`src/rtl/krnl_acc_ctrl_seq.sv`:
```
// Job sequencer between the AXI-Lite control slave and the load/compute/store engines.
// Walks every input-channel group for each output-channel group; one command in flight at a time.
//
// state  | meaning
// -------+-----------------------------------------------
// IDLE   | waiting for ap_start, ap_idle high
// LD_IFM | IFM load command presented
// W_IFM  | waiting for IFM load done
// LD_WGT | weight load command presented
// W_WGT  | waiting for weight load done
// CMP    | compute command presented
// W_CMP  | waiting for compute done
// ST     | store command presented
// W_ST   | waiting for store done
// DONE   | ap_done held until ap_continue
module krnl_acc_ctrl_seq #(
    parameter int CNT_W          = 16,
    parameter int IFM_TILE_BYTES = 4096,
    parameter int WGT_TILE_BYTES = 1024,
    parameter int OFM_TILE_BYTES = 4096
) (
    input  logic        ACLK,
    input  logic        ARESETn,
    input  logic        ap_start,
    input  logic        ap_continue,
    output logic        ap_idle,
    output logic        ap_ready,
    output logic        ap_done,
    input  logic [31:0] cfg_ci,
    input  logic [31:0] cfg_co,
    input  logic [63:0] ifm_addr_base,
    input  logic [63:0] wgt_addr_base,
    input  logic [63:0] ofm_addr_base,
    output logic        ld_cmd_valid,
    input  logic        ld_cmd_ready,
    output logic        ld_cmd_sel,
    output logic [63:0] ld_cmd_addr,
    output logic [31:0] ld_cmd_len,
    input  logic        ld_done,
    output logic        cmp_cmd_valid,
    input  logic        cmp_cmd_ready,
    output logic        cmp_first,
    output logic        cmp_last,
    input  logic        cmp_done,
    output logic        st_cmd_valid,
    input  logic        st_cmd_ready,
    output logic [63:0] st_cmd_addr,
    output logic [31:0] st_cmd_len,
    input  logic        st_done
);
    typedef enum logic [3:0] {
        IDLE, LD_IFM, W_IFM, LD_WGT, W_WGT, CMP, W_CMP, ST, W_ST, DONE
    } state_t;

    localparam logic [63:0] IFM_STEP = 64'(IFM_TILE_BYTES);
    localparam logic [63:0] WGT_STEP = 64'(WGT_TILE_BYTES);
    localparam logic [63:0] OFM_STEP = 64'(OFM_TILE_BYTES);
    localparam logic [31:0] IFM_LEN  = 32'(IFM_TILE_BYTES);
    localparam logic [31:0] WGT_LEN  = 32'(WGT_TILE_BYTES);
    localparam logic [31:0] OFM_LEN  = 32'(OFM_TILE_BYTES);

    state_t           state_q;
    logic [CNT_W-1:0] ci_n_q, co_n_q, ci_idx_q, co_idx_q;
    logic [63:0]      ifm_base_q, ifm_ptr_q, wgt_ptr_q, ofm_ptr_q;
    logic             ap_idle_q, ap_ready_q, ap_done_q;
    logic             ld_valid_q, ld_sel_q, cmp_valid_q, cmp_first_q, cmp_last_q, st_valid_q;
    logic [63:0]      ld_addr_q, st_addr_q;
    logic [31:0]      ld_len_q, st_len_q;

    logic [CNT_W-1:0] cfg_ci_w, cfg_co_w;
    logic             ci_last, co_last;
    logic             unused_cfg_hi;

    assign cfg_ci_w      = cfg_ci[CNT_W-1:0];
    assign cfg_co_w      = cfg_co[CNT_W-1:0];
    assign unused_cfg_hi = ^{cfg_ci[31:CNT_W], cfg_co[31:CNT_W]};
    assign ci_last       = (ci_idx_q == ci_n_q - CNT_W'(1));
    assign co_last       = (co_idx_q == co_n_q - CNT_W'(1));

    always_ff @(posedge ACLK or negedge ARESETn) begin
        if (!ARESETn) begin
            state_q     <= IDLE;
            ci_n_q      <= '0;
            co_n_q      <= '0;
            ci_idx_q    <= '0;
            co_idx_q    <= '0;
            ifm_base_q  <= '0;
            ifm_ptr_q   <= '0;
            wgt_ptr_q   <= '0;
            ofm_ptr_q   <= '0;
            ap_idle_q   <= 1'b1;
            ap_ready_q  <= 1'b0;
            ap_done_q   <= 1'b0;
            ld_valid_q  <= 1'b0;
            ld_sel_q    <= 1'b0;
            ld_addr_q   <= '0;
            ld_len_q    <= '0;
            cmp_valid_q <= 1'b0;
            cmp_first_q <= 1'b0;
            cmp_last_q  <= 1'b0;
            st_valid_q  <= 1'b0;
            st_addr_q   <= '0;
            st_len_q    <= '0;
        end else begin
            ap_ready_q <= 1'b0;
            case (state_q)
                IDLE: if (ap_start) begin
                    ci_n_q     <= cfg_ci_w;
                    co_n_q     <= cfg_co_w;
                    ci_idx_q   <= '0;
                    co_idx_q   <= '0;
                    ifm_base_q <= ifm_addr_base;
                    ifm_ptr_q  <= ifm_addr_base;
                    wgt_ptr_q  <= wgt_addr_base;
                    ofm_ptr_q  <= ofm_addr_base;
                    ap_ready_q <= 1'b1;
                    ap_idle_q  <= 1'b0;
                    if (cfg_ci_w == '0 || cfg_co_w == '0) begin
                        state_q   <= DONE;
                        ap_done_q <= 1'b1;
                    end else begin
                        state_q    <= LD_IFM;
                        ld_valid_q <= 1'b1;
                        ld_sel_q   <= 1'b0;
                        ld_addr_q  <= ifm_addr_base;
                        ld_len_q   <= IFM_LEN;
                    end
                end
                LD_IFM, LD_WGT: if (ld_cmd_ready) begin
                    ld_valid_q <= 1'b0;
                    state_q    <= (state_q == LD_IFM) ? W_IFM : W_WGT;
                end
                W_IFM: if (ld_done) begin
                    state_q    <= LD_WGT;
                    ld_valid_q <= 1'b1;
                    ld_sel_q   <= 1'b1;
                    ld_addr_q  <= wgt_ptr_q;
                    ld_len_q   <= WGT_LEN;
                end
                W_WGT: if (ld_done) begin
                    state_q     <= CMP;
                    cmp_valid_q <= 1'b1;
                    cmp_first_q <= (ci_idx_q == '0);
                    cmp_last_q  <= ci_last;
                end
                CMP: if (cmp_cmd_ready) begin
                    cmp_valid_q <= 1'b0;
                    state_q     <= W_CMP;
                end
                W_CMP: if (cmp_done) begin
                    ifm_ptr_q <= ifm_ptr_q + IFM_STEP;
                    wgt_ptr_q <= wgt_ptr_q + WGT_STEP;
                    if (ci_last) begin
                        state_q    <= ST;
                        st_valid_q <= 1'b1;
                        st_addr_q  <= ofm_ptr_q;
                        st_len_q   <= OFM_LEN;
                    end else begin
                        ci_idx_q   <= ci_idx_q + CNT_W'(1);
                        state_q    <= LD_IFM;
                        ld_valid_q <= 1'b1;
                        ld_sel_q   <= 1'b0;
                        ld_addr_q  <= ifm_ptr_q + IFM_STEP;
                        ld_len_q   <= IFM_LEN;
                    end
                end
                ST: if (st_cmd_ready) begin
                    st_valid_q <= 1'b0;
                    state_q    <= W_ST;
                end
                // IFM tiles are re-read for every co group; weights keep advancing.
                W_ST: if (st_done) begin
                    ofm_ptr_q <= ofm_ptr_q + OFM_STEP;
                    ci_idx_q  <= '0;
                    ifm_ptr_q <= ifm_base_q;
                    if (co_last) begin
                        state_q   <= DONE;
                        ap_done_q <= 1'b1;
                    end else begin
                        co_idx_q   <= co_idx_q + CNT_W'(1);
                        state_q    <= LD_IFM;
                        ld_valid_q <= 1'b1;
                        ld_sel_q   <= 1'b0;
                        ld_addr_q  <= ifm_base_q;
                        ld_len_q   <= IFM_LEN;
                    end
                end
                DONE: if (ap_continue) begin
                    state_q   <= IDLE;
                    ap_done_q <= 1'b0;
                    ap_idle_q <= 1'b1;
                end
                default: state_q <= IDLE;
            endcase
        end
    end

    assign ap_idle       = ap_idle_q;
    assign ap_ready      = ap_ready_q;
    assign ap_done       = ap_done_q;
    assign ld_cmd_valid  = ld_valid_q;
    assign ld_cmd_sel    = ld_sel_q;
    assign ld_cmd_addr   = ld_addr_q;
    assign ld_cmd_len    = ld_len_q;
    assign cmp_cmd_valid = cmp_valid_q;
    assign cmp_first     = cmp_first_q;
    assign cmp_last      = cmp_last_q;
    assign st_cmd_valid  = st_valid_q;
    assign st_cmd_addr   = st_addr_q;
    assign st_cmd_len    = st_len_q;
endmodule

```
`config.mk`:
```
export PLATFORM = sky130hd
export DESIGN_NAME = krnl_acc_ctrl_seq
export DESIGN_NICKNAME = d
export VERILOG_FILES = /design/src/rtl/krnl_acc_ctrl_seq.sv
export SDC_FILE = /design/constraint.sdc
export NUM_CORES = 1
export LEC_CHECK = 0
export CORE_UTILIZATION = 41
export CTS_BUF_LIST = sky130_fd_sc_hd__clkbuf_2 sky130_fd_sc_hd__clkbuf_4 sky130_fd_sc_hd__clkbuf_8
export DETAILED_ROUTE_END_ITERATION = 8
export HOLD_SLACK_MARGIN = 0.12
export PLACE_DENSITY = 0.64
export SYNTH_ARGS = -nofsm -noshare
export SYNTH_HDL_FRONTEND = slang
export SYNTH_SLANG_ARGS = --single-unit
```
`constraint.sdc`:
```
create_clock -name ACLK -period 4 [get_ports ACLK]
set_input_delay 0.8 -clock ACLK [delete_from_list [all_inputs] [get_ports ACLK]]
set_output_delay 0.8 -clock ACLK [all_outputs]
set_load 0.01 [all_outputs]
```
==> impl_metrics.toml, run 1 <==
[setup_path]
crit_type = "reg2reg"
cp_top_family = "simple AND/OR/NAND/NOR gates"
cp_data_required_time_ns = 4.54
path_max_fanout = 66
cp.arrival_ns = 4.17
crit_path_start = "ci_n_q[6]$_DFFE_PN0P_"
cp_num_buf_inv = 1
crit_path_top_delay_cell = "or4_4"
startpoint_type = "register"
crit_path_end_kind = "register"
timing.rr.start = "ci_n_q[6]$_DFFE_PN0P_"
critPathMaxStageDelay_ns = 0.60
cp_cell_sequence = "or4_4, nand4b_1, or4_1, a22oi_1, nand3_1, nor3_4, buf_12, mux2_2"

[layout]
mostFrequentLayoutCell = "nand2_1"
layout_common_cells = "nand2_1, dfrtp_1, clkdlybuf4s50_1"
drive_above_1_share = 0.1088
area_growth_pct = 24.97
multi_input_area_um2 = 12540
final.fill_count = 5483
finalNetCount = 3464
regArea_um2 = 11590

[yosys]
synth_top_family_by_area = "simple AND/OR/NAND/NOR gates"
synth_mux_area_frac = 0.06775
ys_types = 82
synth_compound_area_frac = 0.1704
netlist_area_um2 = 25120
synth-simple-area-share = 0.2142
ys_seq_elements = 463
seq_area_frac_synth = 0.4613
synthArstFlopShare = 1.000
synthXorXnorAreaFrac = 0.02964
synth_fa_ha_area_frac = 0.003985
synth.top_cell.area_share = 0.4603
syn_avg_cell_area_um2 = 8.794
synth_edf_count = 0
yosys_warnings = 0
synth_cells = 2856
ys_top_cells_by_area = "dfrtp_1, nand2_1, a21oi_1"
ys.flop_type = "dfrtp_1"
synth_top_area_cell = "dfrtp_1"

[sta]
finalCriticalPeriod_ns = 3.628
skew_ns = 0.05183
fmax_ghz = 0.2756
hold_viol_final = 0
tightest_slew_ns = 0.9480
drv_slew = 0
finalSetupTns_ns = 0
setup_viol = 0
hold_ws_ns = 0.4661
rsz0062_at_grt = "false"
slew_headroom = 0.3680
period_share = 0.9070

[global_routing]
gr-total-overflow = 0
grt_max_degree = 140
grt_use_total = 0.2591
grt_pass1_vias = 22341
antenna_found_initial = 7
grt_pass1_wl_um = 128300

[drt]
via_per_inst = 5.746
num_vias = 23203
drtPass1Iterations = 7
drt_iter0_markers = 2377
wl_per_cell_um = 20.34
drtAntennaViolNets = 0
drt-total-wl_um = 82120
drcViolationCount = 0

[worst_hold_path]
min_from = "st_cmd_len[12]$_DFFE_PN0P_"
hp-class = "reg2reg"

[power_and_ir_drop]
ir_worst_vdd_uv = 511.3
power_density_nw_per_um2 = 709.2
power.leakage_nw = 13.52

[cts]
post-cts-setup-buffers = 0
htree_num_levels = 3
ctsHoldBuffers = 1
cts_resized = 0
cts_tree = "done"
root_buffer = "clkbuf_8"
cts_made_buffers = 85
insertion_delay_ns = 0.70
clkSinkCount = 463
clk_pin_slew_ns = 0.06
ctsLongestPathBuffers = 3

[floorplan]
die_area_um2 = 62250
fp.dieH_um = 249.5
start_util = 0.4154
rows = 90
core-area_um2 = 60470
dieWidth_um = 249.5
io_pins = 467

[placed_design]
place.gp.congestion = 0.9372
dpl.hpwl_um = 56660
port_buffers = 373

[run_status]
status = "completed"

[run]
cap_violations = 0
## layer usage
metal | track usage | wire length, um
met2 | 0.4140 | 38480
met5 | 0 | 40
met4 | 0.07725 | 1707
met3 | 0.04777 | 6488
met1 | 0.3570 | 35400
## stage by stage
step / utilization / power (W) / area [um2] / std cells / setup WS [ns]
floorplan: - / 0.01390 / 25340 / 2916 / 0.7445
global placement: 0.4884 / 0.01699 / 29530 / 3884 / 0.3550
detailed placement: 0.4884 / 0.01730 / 29530 / 3884 / 0.2976
CTS: 0.5190 / 0.02233 / 31390 / 4037 / 0.3946
global route: 0.5191 / 0.02372 / 31390 / 4038 / 0.1544
finish: 0.5191 / 0.02226 / 31390 / 4038 / 0.3721
## power by group
part	leakage, nW	switching (W)	total [W]	internal [W]
clock	0.980	0.00211	0.00492	0.00281
combinational	6.84	0.00496	0.00883	0.00387
sequential	5.70	0.00196	0.00851	0.00654
## worst register-to-register path, cell delays in order, from the launching register on
cell and delay (ns):
dfrtp_1 0.49, or4_4 0.60, nand4b_1 0.29, or4_1 0.52, a22oi_1 0.24, nand3_1 0.22
nor3_4 0.28, buf_12 0.34, mux2_2 0.48
## flip-flops by register name, summed over array words and instances, names as in the netlist
signal and count:
wgt_ptr_q 64, st_cmd_len 1, ci_idx_q 16, cmp_first 1
ld_cmd_valid 1, st_cmd_valid 1, state_q 4, ld_cmd_len 2
ld_cmd_addr 64, ap_idle 1, ci_n_q 16, ap_ready 1
ifm_ptr_q 64, co_n_q 16, cmp_last 1, ap_done 1
st_cmd_addr 64, cmp_cmd_valid 1, ifm_base_q 64, ofm_ptr_q 64
co_idx_q 16
## final timing paths
path / end / slack (ns) / cells after the start
max in group asynchronous: wgt_ptr_q[20]$_DFFE_PN0P_ / 2.16 / 4
hold reg to reg: st_cmd_len[12]$_DFFE_PN0P_ / 0.47 / 1
setup / recovery: st_cmd_addr[1]$_DFFE_PN0P_ / 0.37 / 8
hold / removal: st_cmd_len[12]$_DFFE_PN0P_ / 0.47 / 1
min in group asynchronous: ap_ready$_DFF_PN0_ / 0.69 / 2
setup reg to reg: st_cmd_addr[1]$_DFFE_PN0P_ / 0.37 / 8
## Yosys cell counts, types with 13 or more instances
cell	number
a222oi_1	26
o211ai_1	25
o22ai_1	43
mux2_4	26
o21ai_0	175
nor4_1	28
a31oi_1	38
and3_1	44
clkbuf_1	127
xnor2_1	57
nand2_1	599
a22o_1	14
a21oi_1	217
buf_1	34
a22oi_1	33
nor3_1	57
nand4_1	37
dfrtp_1	462
nand2b_1	17
a221oi_1	15
or4_1	14
mux2_2	87
nand3_1	100
buf_4	66
a211o_1	13
nor2_1	203
o31ai_1	15
or3_1	22
xor2_1	28
and2_1	16
mux2i_1	14
mux2_1	17
inv_1	33
## cell type report
class / count / area share
Timing Repair Buffer: 428 / 0.1371
Clock inverter: 17 / 0.004783
Tap cell: 782 / 0.03117
Inverter: 33 / 0.004026
Sequential cell: 463 / 0.3692
Multi-Input combinational cell: 2179 / 0.3996
Antenna cell: 1 / 0.00007972
Clock buffer: 135 / 0.05401
## cell families after synthesis
logic type,count (synthesis)
other,1
XOR/XNOR,85
adder cells (fa/ha/maj),8
AND/OR/NAND/NOR,1192
AO/OA/AOI/OAI,689
multiplexers,144
flip-flops,463
buffers and inverters,274
(Power assumes the default switching activity.)
==> run 2: changes to the inputs <==
--- a/config.mk
+++ b/config.mk
@@ -5,11 +5,15 @@
 export SDC_FILE = /design/constraint.sdc
 export NUM_CORES = 1
 export LEC_CHECK = 0
-export CORE_UTILIZATION = 41
+export CELL_PAD_IN_SITES_DETAIL_PLACEMENT = 0
+export CELL_PAD_IN_SITES_GLOBAL_PLACEMENT = 2
+export CORE_UTILIZATION = 33
 export CTS_BUF_LIST = sky130_fd_sc_hd__clkbuf_2 sky130_fd_sc_hd__clkbuf_4 sky130_fd_sc_hd__clkbuf_8
 export DETAILED_ROUTE_END_ITERATION = 8
 export HOLD_SLACK_MARGIN = 0.12
-export PLACE_DENSITY = 0.64
+export PLACE_DENSITY = 0.82
+export SLEW_MARGIN = 20
 export SYNTH_ARGS = -nofsm -noshare
 export SYNTH_HDL_FRONTEND = slang
 export SYNTH_SLANG_ARGS = --single-unit
+export TNS_END_PERCENT = 100
==> run 2 against run 1 <==
Effect of this change:
- global-route usage is 3.7 points lower
- critical path depth is 3 higher
- total power is 1.2% higher
- design area is 1.1% higher
- die area is 24% higher
- wire length is 6.2% higher
- non-clock buffer count is 4 lower
- worst hold slack worse by 0.35 ns
- clock skew is 0.024 ns lower
- largest cell class unchanged
- largest power group unchanged
- setup slack worse by 0.031 ns
- sequential share of layout area is 0.39 points lower
- highest routed layer unchanged
- sequential power is 0.6% higher
==> impl_metrics.toml, run 2 (synthesized netlist as in run 1, its figures left out) <==
[floorplan]
rows = 100
die_area_um2 = 77220
fp.dieH_um = 277.9
io_pins = 467
start_util = 0.3357
dieWidth_um = 277.9
core-area_um2 = 74820

[power_and_ir_drop]
p_comb_frac = 0.391
clkPwrFrac = 0.229
ir_worst_vdd_uv = 347.9
power.share.switching = 0.4064
p_sw_w = 0.009155
pwr-share-seq = 0.380
p_int_w = 0.01337
power_density_nw_per_um2 = 710.0
power.leakage_nw = 13.57

[sta]
finalCriticalPeriod_ns = 3.659
period_share = 0.9147
skew_ns = 0.02779
slew_headroom = 0.4022
finalSetupTns_ns = 0
rsz0062_at_grt = "false"
drv_slew = 0
hold_ws_ns = 0.1158
fmax_ghz = 0.2733
hold_viol_final = 0
setup_viol = 0
tightest_slew_ns = 0.8855

[setup_path]
cp.arrival_ns = 4.21
startpoint_type = "register"
cp_cell_sequence = "inv_1, ha_1, or4b_4, nor3_2, xnor2_1, or4_1, or3_1, o21ai_1, a21oi_4, buf_4, mux2_1"
crit_type = "reg2reg"
crit_path_top_delay_cell = "or4b_4"
cp_data_required_time_ns = 4.55
path_max_fanout = 30
crit_path_end_kind = "register"
critPathMaxStageDelay_ns = 0.54

[worst_hold_path]
hp-class = "in2async"

[layout]
final.fill_count = 7401
finalNetCount = 3463
drive_above_1_share = 0.1093
mostFrequentLayoutCell = "nand2_1"
area_growth_pct = 26.32
layout_common_cells = "nand2_1, dfrtp_1, clkdlybuf4s50_1"

[cts]
ctsHoldBuffers = 0
cts_resized = 0
cts_made_buffers = 88
root_buffer = "clkbuf_8"
clkSinkCount = 463
ctsLongestPathBuffers = 3
post-cts-setup-buffers = 0
clk_pin_slew_ns = 0.06
htree_num_levels = 3
cts_tree = "done"
insertion_delay_ns = 0.69

[global_routing]
grt_most_used_layer = "met2"
grt_use_total = 0.2219
grt_pass1_vias = 22318
grtUsageMet3 = 0.03740
grt.met1_usage = 0.3096
antenna_found_initial = 5
grt_max_degree = 140
grt_pass1_wl_um = 135000
gr-total-overflow = 0
gr-usage-met2 = 0.3487

[placed_design]
dpl.hpwl_um = 59780
port_buffers = 373
place.gp.congestion = 0.8688

[run_status]
status = "completed"

[drt]
drt-total-wl_um = 87210
drcViolationCount = 0
drtPass1Iterations = 8
via_per_inst = 5.431
drtAntennaViolNets = 0
num_vias = 22957
drt_iter0_markers = 1862
wl_per_cell_um = 20.63

[run]
cap_violations = 0
run 2: cell count changes in the layout (fill, tap and decap cells not counted), moves of 2 or more:
cell | before | now
clkbuf_8 | 109 | 119
clkbuf_4 | 26 | 19
buf_4 | 42 | 38
inv_8 | 0 | 4
inv_6 | 2 | 0
run 2: cell type report:
type                            count  area, um2  share of cell area
Multi-Input combinational cell   2179      12540              0.3954
Antenna cell                        2      5.005           0.0001577
Sequential cell                   463      11590              0.3652
Timing Repair Buffer              424       4284              0.1350
Tap cell                          969       1212             0.03821
Clock inverter                     19      186.4            0.005876
Clock buffer                      138       1780             0.05612
Inverter                           33      126.4            0.003983
run 2: metrics by stage:
| stage | power, W | setup WS, ns | utilization | cells | area (um2) |
|---|---|---|---|---|---|
| after floorplan | 0.01390 | 0.7445 | - | 2916 | 25340 |
| after global placement | 0.01714 | 0.3517 | 0.3977 | 4068 | 29750 |
| after detailed placement | 0.01741 | 0.3241 | 0.3977 | 4068 | 29750 |
| after CTS | 0.02272 | 0.3277 | 0.4240 | 4225 | 31720 |
| after global routing | 0.02414 | 0.1725 | 0.4240 | 4227 | 31730 |
| final | 0.02253 | 0.3412 | 0.4240 | 4227 | 31730 |
run 2: power groups by stage:
stage          clock network (W)  registers [W]  logic [W]
3_3_place_gp                   0        0.00849    0.00865
6_report                 0.00517        0.00856    0.00880
4_1_cts                  0.00532        0.00852    0.00888
2_1_floorplan                  0        0.00801    0.00588
3_5_place_dp                   0        0.00858    0.00883
5_1_grt                  0.00555        0.00882    0.00976
run 2: worst paths after layout:
check	startpoint	to	slack [ns]	cells after the start
worst max register to register	ci_n_q[0]$_DFFE_PN0P_	ld_cmd_addr[48]$_DFFE_PN0P_	0.34	11
max in group asynchronous	ARESETn	wgt_ptr_q[28]$_DFFE_PN0P_	2.75	2
worst max-delay path	ci_n_q[0]$_DFFE_PN0P_	ld_cmd_addr[48]$_DFFE_PN0P_	0.34	11
worst min-delay path	ARESETn	co_n_q[3]$_DFFE_PN0P_	0.12	1
worst min register to register	ofm_ptr_q[3]$_DFFE_PN0P_	ofm_ptr_q[3]$_DFFE_PN0P_	0.47	2
min in group ACLK	ofm_ptr_q[3]$_DFFE_PN0P_	ofm_ptr_q[3]$_DFFE_PN0P_	0.47	2
run 2: worst max-delay path, delay by kind of cell, from the launching register on:
kind / cells / cell delay, ns
AND/OR/NAND/NOR: 4 / 1.64
flip-flops: 1 / 0.41
buffers and inverters: 2 / 0.40
multiplexers: 1 / 0.39
AO/OA/AOI/OAI: 2 / 0.30
adder cells (fa/ha/maj): 1 / 0.26
XOR/XNOR: 1 / 0.07
run 2: routing by layer:
| metal | vias up | routed length, um |
|---|---|---|
| li1 | 10737 | - |
| met1 | 11262 | 39500 |
| met2 | 846 | 40180 |
| met3 | 106 | 5450 |
| met4 | 6 | 2042 |
| met5 | - | 34 |
==> run 3: changes to the inputs <==
--- a/config.mk
+++ b/config.mk
@@ -12,6 +12,7 @@
 export DETAILED_ROUTE_END_ITERATION = 8
 export HOLD_SLACK_MARGIN = 0.12
 export PLACE_DENSITY = 0.82
+export SETUP_SLACK_MARGIN = 0.5
 export SLEW_MARGIN = 20
 export SYNTH_ARGS = -nofsm -noshare
 export SYNTH_HDL_FRONTEND = slang
==> run 3 against run 2 <==
Effect of this change:
- highest routed layer unchanged
- clock power barely moved
- critical path depth is 2 lower
- register-to-register slack improved by 0.29 ns
- sequential share of layout area is 0.23 points lower
- clock skew is 0.00061 ns lower
- core utilization increased by 0.28 points
- worst hold slack better by 0.0058 ns
- critical endpoint is now ld_cmd_addr[53]$_DFFE_PN0P_
- cell count up 0.21%
- critical path type unchanged
- sequential cell count stayed put
- wire length up 0.71%
- fmax rose by 8.7%
- largest cell class unchanged
- first-iteration DRC count increased by 3.0%
==> impl_metrics.toml, run 3 (synthesized netlist as in run 1, its figures left out) <==
[sta]
slew_headroom = 0.3950
setup_viol = 0
tightest_slew_ns = 0.9075
hold_viol_final = 0
drv_slew = 0
finalSetupTns_ns = 0
period_share = 0.8419
finalCriticalPeriod_ns = 3.367
skew_ns = 0.02718
rsz0062_at_grt = "false"
fmax_ghz = 0.2970

[layout]
drive_above_1_share = 0.1155
area_growth_pct = 27.15
finalNetCount = 3472
layout_common_cells = "nand2_1, dfrtp_1, clkdlybuf4s50_1"
mostFrequentLayoutCell = "nand2_1"

[cts]
htree_num_levels = 3
cts_tree = "done"
root_buffer = "clkbuf_8"
insertion_delay_ns = 0.69
clk_pin_slew_ns = 0.06
cts_made_buffers = 88
ctsLongestPathBuffers = 3
clkSinkCount = 463

[power_and_ir_drop]
power.share.switching = 0.4065
power.leakage_nw = 13.65
pwr-share-seq = 0.378
power_density_nw_per_um2 = 708.9
p_sw_w = 0.009202
clkPwrFrac = 0.228
p_int_w = 0.01344
power_w = 0.02264
ir_worst_vdd_uv = 384.3
p_comb_frac = 0.394

[drt]
drt_iter0_markers = 1917
wl_met2_um = 40450
met1_length_um = 39820
drtAntennaViolNets = 0
drtPass1Iterations = 8
wl_met3_um = 5421
top_layer_used = "met5"
drt-total-wl_um = 87820
via_per_inst = 5.430
num_vias = 23002
drcViolationCount = 0
wl_per_cell_um = 20.73

[run]
cap_violations = 0

[floorplan]
core-area_um2 = 74820
rows = 100
dieWidth_um = 277.9
start_util = 0.3357
io_pins = 467
fp.dieH_um = 277.9
die_area_um2 = 77220

[global_routing]
grt_use_total = 0.2221
grt_max_degree = 140
antenna_found_initial = 5
gr-total-overflow = 0
grt_pass1_wl_um = 135000
grt_pass1_vias = 22353

[setup_path]
crit_path_start = "ifm_ptr_q[27]$_DFFE_PN0P_"
cp-endpoint = "ld_cmd_addr[53]$_DFFE_PN0P_"
path_max_fanout = 6
regToRegSetupSlack_ns = 0.63
cp.arrival_ns = 3.92
crit_type = "reg2reg"
crit_path_end_kind = "register"
rr_worst_depth = 9
r2r_end = "ld_cmd_addr[53]$_DFFE_PN0P_"
timing.rr.start = "ifm_ptr_q[27]$_DFFE_PN0P_"
cp_data_required_time_ns = 4.55
startpoint_type = "register"

[placed_design]
port_buffers = 373
place.gp.congestion = 0.8688
dpl.hpwl_um = 59780

[run_status]
status = "completed"

[worst_hold_path]
hp-class = "in2async"
## run 3: routing by layer
metal,up-vias,global-route usage
li1,10765,-
met1,11314,0.3102
met2,811,0.3481
met3,106,0.03748
met4,6,0.07239
met5,-,0
## run 3: how the worst min path moves through the flow
stage                                           from                         end  slack, ns  cells after the start
after detailed placement    ofm_ptr_q[6]$_DFFE_PN0P_    ofm_ptr_q[6]$_DFFE_PN0P_       0.46                      2
final                                        ARESETn       co_n_q[3]$_DFFE_PN0P_       0.12                      1
after global placement    st_cmd_len[12]$_DFFE_PN0P_  st_cmd_len[12]$_DFFE_PN0P_       0.45                      1
after global routing                         ARESETn       co_n_q[3]$_DFFE_PN0P_       0.18                      1
after CTS                                    ARESETn       co_n_q[3]$_DFFE_PN0P_       0.13                      1
after floorplan           ifm_base_q[55]$_DFFE_PN0P_  ifm_base_q[55]$_DFFE_PN0P_       0.44                      2
## run 3: critical path, cell delays in order, from the launching register on
cell,delay (ns)
dfrtp_1,0.45
and4_1,0.28
nand3_1,0.09
buf_4,0.16
or4_1,0.61
nor3_1,0.44
a21oi_1,0.16
a222oi_1,0.27
o311ai_0,0.37
mux2_1,0.41
## run 3: what timing repair did
item                       in CTS  in global routing
setup buffers                   1                  6
gates cloned                    0                  2
resized for setup               8                 13
hold buffers                    0                  0
setup endpoints to repair     101                166
pin swaps                       1                  4
## run 3: power groups by stage
stage               registers, W  clock network [W]  logic (W)
global placement         0.00849                  0    0.00865
finish                   0.00855            0.00517    0.00891
CTS                      0.00852            0.00532    0.00891
floorplan                0.00801                  0    0.00588
global route             0.00882            0.00555    0.00987
detailed placement       0.00858                  0    0.00883
## run 3: final cells by class
cell class / count / area [um2]
Clock buffer: 138 / 1780
Antenna cell: 2 / 5.005
Multi-Input combinational cell: 2179 / 12610
Sequential cell: 463 / 11590
Fill cell: 7383 / 42890
Clock inverter: 19 / 186.4
Tap cell: 969 / 1212
Timing Repair Buffer: 433 / 4427
Inverter: 33 / 126.4
## run 3: per-stage QoR
stage | worst slack, ns | hold WS [ns] | cells | instance area (um2) | utilization
floorplan | 0.7445 | 0.4374 | 2916 | 25340 | -
global placement | 0.3517 | 0.4518 | 4068 | 29750 | 0.3977
detailed placement | 0.3241 | 0.4569 | 4068 | 29750 | 0.3977
CTS | 0.4997 | 0.1342 | 4226 | 31780 | 0.4247
global route | 0.4899 | 0.1807 | 4236 | 31940 | 0.4268
finish | 0.6325 | 0.1217 | 4236 | 31940 | 0.4268
